`src/rtl/agc_instr_decode.sv`:
```
// rtl/agc_instr_decode.sv - AGC instruction word decoder with EXTEND prefix and optional INDEX handling
// Optional feature macro: AGC_INDEX_EN (INDEX instruction support and index register).
module agc_instr_decode (
    input  logic        clk,
    input  logic        reset,
    input  logic        instr_valid,
    input  logic [14:0] instr,
    output logic        instr_ready,
    input  logic        index_valid,
    input  logic [14:0] index_value,
    output logic        dec_valid,
    input  logic        dec_ready,
    output logic [2:0]  opcode,
    output logic [1:0]  qc,
    output logic [11:0] addr12,
    output logic [9:0]  addr10,
    output logic        extracode,
    output logic        indexed,
    output logic        index_req
);

    typedef enum logic [1:0] {
        IDLE       = 2'd0,
        HOLD       = 2'd1,
        WAIT_INDEX = 2'd2
    } state_t;

    localparam logic [14:0] EXTEND_WORD = 15'o00006;

    state_t      state_q, state_d;
    logic        dec_valid_q, dec_valid_d;
    logic [2:0]  opcode_q, opcode_d;
    logic [1:0]  qc_q, qc_d;
    logic [11:0] addr12_q, addr12_d;
    logic [9:0]  addr10_q, addr10_d;
    logic        extracode_q, extracode_d;
    logic        ext_flag_q, ext_flag_d;

    logic        accept;
    logic        is_ext;
    logic        is_index;
    logic        word_indexed;
    logic [14:0] eff_word;

`ifdef AGC_INDEX_EN
    logic        indexed_q, indexed_d;
    logic        index_req_q, index_req_d;
    logic        idx_pend_q, idx_pend_d;
    logic [14:0] idx_reg_q, idx_reg_d;
`else
    logic        unused_index;
    assign unused_index = ^{index_valid, index_value};
`endif

    assign instr_ready = (state_q == IDLE) || ((state_q == HOLD) && dec_ready);
    assign accept      = instr_valid && instr_ready;

    always_comb begin
        state_d     = state_q;
        dec_valid_d = dec_valid_q;
        opcode_d    = opcode_q;
        qc_d        = qc_q;
        addr12_d    = addr12_q;
        addr10_d    = addr10_q;
        extracode_d = extracode_q;
        ext_flag_d  = ext_flag_q;

        eff_word     = instr;
        is_ext       = (instr == EXTEND_WORD);
        is_index     = 1'b0;
        word_indexed = 1'b0;

`ifdef AGC_INDEX_EN
        indexed_d   = indexed_q;
        index_req_d = index_req_q;
        idx_pend_d  = idx_pend_q;
        idx_reg_d   = idx_reg_q;

        // A pending index turns the next word into a plain indexed decode.
        if (idx_pend_q) begin
            eff_word     = instr + idx_reg_q;
            is_ext       = 1'b0;
            word_indexed = 1'b1;
        end else begin
            is_index = (instr[14:12] == 3'b101) && (instr[11:10] == 2'b00);
        end
`endif

        case (state_q)
            HOLD: begin
                if (dec_ready) begin
                    dec_valid_d = 1'b0;
                    state_d     = IDLE;
                end
            end
            WAIT_INDEX: begin
`ifdef AGC_INDEX_EN
                if (index_valid) begin
                    idx_reg_d   = index_value;
                    idx_pend_d  = 1'b1;
                    index_req_d = 1'b0;
                    state_d     = IDLE;
                end
`endif
            end
            default: ;
        endcase

        if (accept) begin
            if (is_ext) begin
                ext_flag_d  = 1'b1;
                dec_valid_d = 1'b0;
                state_d     = IDLE;
            end else if (is_index) begin
                dec_valid_d = 1'b0;
                state_d     = WAIT_INDEX;
`ifdef AGC_INDEX_EN
                index_req_d = 1'b1;
`endif
            end else begin
                dec_valid_d = 1'b1;
                state_d     = HOLD;
                opcode_d    = eff_word[14:12];
                qc_d        = eff_word[11:10];
                addr12_d    = eff_word[11:0];
                addr10_d    = eff_word[9:0];
                extracode_d = ext_flag_q;
                ext_flag_d  = 1'b0;
`ifdef AGC_INDEX_EN
                indexed_d   = word_indexed;
                idx_pend_d  = 1'b0;
`endif
            end
        end
    end

    always_ff @(posedge clk) begin
        if (reset) begin
            state_q     <= IDLE;
            dec_valid_q <= 1'b0;
            opcode_q    <= '0;
            qc_q        <= '0;
            addr12_q    <= '0;
            addr10_q    <= '0;
            extracode_q <= 1'b0;
            ext_flag_q  <= 1'b0;
`ifdef AGC_INDEX_EN
            indexed_q   <= 1'b0;
            index_req_q <= 1'b0;
            idx_pend_q  <= 1'b0;
            idx_reg_q   <= '0;
`endif
        end else begin
            state_q     <= state_d;
            dec_valid_q <= dec_valid_d;
            opcode_q    <= opcode_d;
            qc_q        <= qc_d;
            addr12_q    <= addr12_d;
            addr10_q    <= addr10_d;
            extracode_q <= extracode_d;
            ext_flag_q  <= ext_flag_d;
`ifdef AGC_INDEX_EN
            indexed_q   <= indexed_d;
            index_req_q <= index_req_d;
            idx_pend_q  <= idx_pend_d;
            idx_reg_q   <= idx_reg_d;
`endif
        end
    end

    assign dec_valid = dec_valid_q;
    assign opcode    = opcode_q;
    assign qc        = qc_q;
    assign addr12    = addr12_q;
    assign addr10    = addr10_q;
    assign extracode = extracode_q;
`ifdef AGC_INDEX_EN
    assign indexed   = indexed_q;
    assign index_req = index_req_q;
`else
    assign indexed   = 1'b0;
    assign index_req = 1'b0;
`endif

endmodule

```
`config.mk`:
```
export PLATFORM = sky130hd
export DESIGN_NAME = agc_instr_decode
export DESIGN_NICKNAME = d
export VERILOG_FILES = /design/src/rtl/agc_instr_decode.sv
export SDC_FILE = /design/constraint.sdc
export NUM_CORES = 1
export LEC_CHECK = 0
export CAP_MARGIN = 25
export CORE_UTILIZATION = 35
export CTS_CLUSTER_DIAMETER = 30
export DETAILED_ROUTE_END_ITERATION = 7
export PLACE_DENSITY = 0.8
export SKIP_LAST_GASP = 1
export SLEW_MARGIN = 20
export SYNTH_ARGS = -nofsm -noshare
export SYNTH_HDL_FRONTEND = slang
export SYNTH_SLANG_ARGS = --single-unit
```
`constraint.sdc`:
```
create_clock -name clk -period 5.5 [get_ports clk]
set_clock_uncertainty 0.2 [all_clocks]
set_input_delay 1.375 -clock clk [delete_from_list [all_inputs] [get_ports clk]]
set_output_delay 1.375 -clock clk [all_outputs]
set_load 0.005 [all_outputs]
```
# Word level (Yosys, flattened, before mapping)
# Index checks and enable logic that the tools add are counted.
dict set report totals {
  regBits 32
  in_bits 35
  output_inout_bits 32
  wordCells 28
}
dict set report op_classes {
  eq_ne 2
  n_mux 9
  bitwise_logic 1
  reduce_logical 8
}
# cell count
set op_table {}
lappend op_table {{$eq 15x3->1 const B} 1}
lappend op_table {{$mux 1} 6}
lappend op_table {{$mux 2} 3}
lappend op_table {{$reduce_and 2->1} 2}
lappend op_table {{$reduce_bool 2->1} 2}
lappend op_table {{$eq 2x1->1 const B} 1}
lappend op_table {{$logic_and 1x1->1} 2}
lappend op_table {{$logic_not 2->1} 1}
lappend op_table {{$logic_or 1x1->1} 1}
lappend op_table {{$not 1->1} 1}

# Depth between registers and ports, before layout
dict set report depth {
  word_depth 6
  ltp_mapped 7
  depth_no_buf 5
}

# Least setup slack after synthesis
# No wires, ideal clock.
dict set report synth_timing {
  path_type {input to output}
  startpoint {in dec_ready}
  endpoint {out instr_ready}
  arrival_ns 1.575
  t_required_ns 3.925
  slack_ns 2.350
  cell_stages 2
  path_buffers 0
  path_cell_list {nor2b_1 -> inv_1}
}
dict set report synth_between {
  elab_chain_len 2
}
# element line_no
set synth_lines {}
lappend synth_lines {{from (decl)} 12} ;# input logic dec_ready,
lappend synth_lines {{$logic_and 1x1->1} 55} ;# assign instr_ready = (state_q == IDLE) || ((state_q == HOLD) && dec_ready);
lappend synth_lines {{$logic_or 1x1->1} 55}
lappend synth_lines {{to (decl)} 8} ;# output logic instr_ready,
# No other way between the ends.

# Worst setup path in the final report
# Same ends and word-level chain as after synthesis.

==> results.yml <==
worst_setup_path:
  path_buf_inv: 3
  cp_slowest_cell: "clkdlybuf4s50_1"
  endpoint_kind: "output pin"
  cp.required_ns: 3.92
  startpoint_type: "primary input"
  crit_path_cell_trace: "clkdlybuf4s50_1 -> nor2b_1 -> inv_1 -> clkdlybuf4s50_1"
  rr_worst_depth: 6
  path_class: "in -> out"
  crit_path_frequent_cell: "clkdlybuf4s50_1"
  cpPeakStageDelay_ns: 0.51
  cp_max_fo: 3
  arrival_ns: 2.48
  rrSetupSlack_ns: 3.67
  critPathTopFamily: "buffers and inverters"
  crit_cells: 4
final_layout:
  n_antenna_cell: 0
  syn_to_final_growth_pct: 44.4
  ff_latch_area_sq_um: 360
  fill_cells: 241
  drive_gt1_frac: 0.0677
  nets: 169
  multiInputGateArea_sq_um: 453
  fin_area_sq_um: 1380
clock_tree:
  insertion_delay_ns: 0.29
  cts_tree: "built"
  htree_levels: 1
  cts_hold_buffers: 0
  clock_path_buffers: 2
  clk_pin_slew_worst_paths_ns: 0.10
  cts_resized: 0
  tritoncts.num_buffers: 3
  root_buffer: "clkbuf_4"
  clock_sinks: 18
  post_cts_buffers: 0
worst_hold_path:
  holdPathStages: 2
  min_path_type: "reg -> reg"
yosys:
  syn_avg_cell_area_sq_um: 9.74
  yosys_warnings: 0
  async_flop_share: 0
  syn_inst: 98
  synth-xor-area-share: 0
  netlist_top_cells_count: "30 x nand2b_1, 18 x dfxtp_1, 15 x mux2i_1"
  synth.area.mux_share: 0.157
  yosysTopAreaCell: "dfxtp_1"
  ys_types: 20
  seq_area_frac_synth: 0.377
  synth_seq_cells: 18
  synth_flop_cell: "dfxtp_1"
  yosys.area_share.simple: 0.273
  synth_area_sq_um: 955
  synth_area_leaders: "dfxtp_1 38%, nand2b_1 20%, mux2i_1 16%"
  synth_compound_area_frac: 0.0301
  synth_top_family_by_area: "simple AND/OR/NAND/NOR gates"
  synth-edff-count: 0
  yosysMostFrequentCell: "nand2b_1"
  synth_top_area_frac: 0.377
  synthAdderAreaFrac: 0
die:
  core_area_sq_um: 2520
  row_count: 18
  die_h_um: 54.2
  die_area_sq_um: 2940
  io_pins: 67
  start_util: 0.378
  die_width_um: 54.2
sta:
  hold_viol_final: 0
  period_needed_ns: 4.06
  setup_viol: 0
  fmax_ghz: 0.247
  fin_tns_setup_ns: 0
  grt_setup_unrepaired: "no"
  slew_headroom: 0.455
  worst_slew_pin_slew_ns: 0.815
  slew_viol_final: 0
  fin_crit_sh: 0.737
global_routing:
  grt_pass1_vias: 656
  grt_max_degree: 35
  grt_antenna_before_repair: 0
  grt_pass1_wl_um: 2840
  overflow: 0
  grt.total_usage: 0.137
routing:
  route.antenna.remaining_nets: 0
  vias_per_cell: 4.63
  vias: 754
  drt-total-wl_um: 1840
  drt_iter0_drc: 9
  routedWlPerCell_um: 11.3
  drcViolationCount: 0
  first_pass_iters: 4
run_status:
  status: "completed"
placement:
  post_dp_cell_area_sq_um: 1340
  io_buffers: 48
  dp_hpwl_um: 1360
  gp_congestion: 0.653
run:
  drv_cap: 0
power_and_ir_drop:
  vdd_drop_max_uv: 165
  leakagePower_nw: 0.530
  p_total_uw: 296
  p_per_area_nw_per_um2: 214
[routing by layer]
layer	up-vias	track usage	routed length, um
met5	-	0	0
met4	0	0.0769	10
met3	2	0.0306	127
met2	31	0.234	877
met1	349	0.157	825
li1	372	-	-
[logic make-up after synthesis]
kind of cell | Yosys count
and+or+nand+nor | 40
buffers and inverters | 20
DFF | 18
muxes | 15
AOI/OAI and AO/OA | 4
other | 1
[sequential cells by signal, summed over array words and instances, names as in the netlist]
signal,flops
qc,1
extracode,1
opcode,3
addr12,11
dec_valid,1
ext_flag_q,1
[final cells by class]
class | instances | area share
Sequential cell | 18 | 0.261
Tap cell | 30 | 0.0272
Timing Repair Buffer | 49 | 0.354
Clock buffer | 4 | 0.0263
Inverter | 1 | 0.00272
Multi-Input combinational cell | 61 | 0.328
[per-stage QoR]
step	worst slack (ns)	utilization	instances	hold slack, ns
final	1.44	0.547	163	0.282
after global routing	1.35	0.547	163	0.307
after CTS	1.45	0.547	163	0.290
after detailed placement	1.46	0.532	159	0.271
after global placement	1.46	0.532	159	0.261
after floorplan	2.35	-	99	0.252
[cell usage in the layout, fill, tap and decap left out]
cell type and count:
a21oi_1 1, a31oi_2 1, buf_4 1, clkbuf_4 3, clkbuf_8 1, clkdlybuf4s50_1 48
conb_1 2, dfxtp_1 18, inv_1 1, mux2i_1 15, nand2_1 2, nand2b_1 30
nor2b_1 1, nor3_2 2, nor3b_1 1, nor4_1 2, o21ba_1 1, o21bai_1 1
or2b_1 1, or4_4 1
[power by group]
part / switching (mW) / internal [mW]
clock: 0.0406 / 0.0403
sequential: 0.00587 / 0.139
combinational: 0.0225 / 0.0472
[worst register-to-register path, cell delays in order (launching register included)]
cell and delay, ns:
dfxtp_1 0.32, nor2b_1 0.14, inv_1 0.09, nand2_1 0.11
a31oi_2 0.34, buf_4 0.32, mux2i_1 0.24
[worst paths after layout]
kind                  start     endpoint
setup / recovery  dec_ready  instr_ready
hold / removal    opcode[2]    opcode[2]
setup reg to reg  dec_valid    addr12[9]
hold reg to reg   opcode[2]    opcode[2]
No activity file was read; power rests on OpenSTA's default activity.
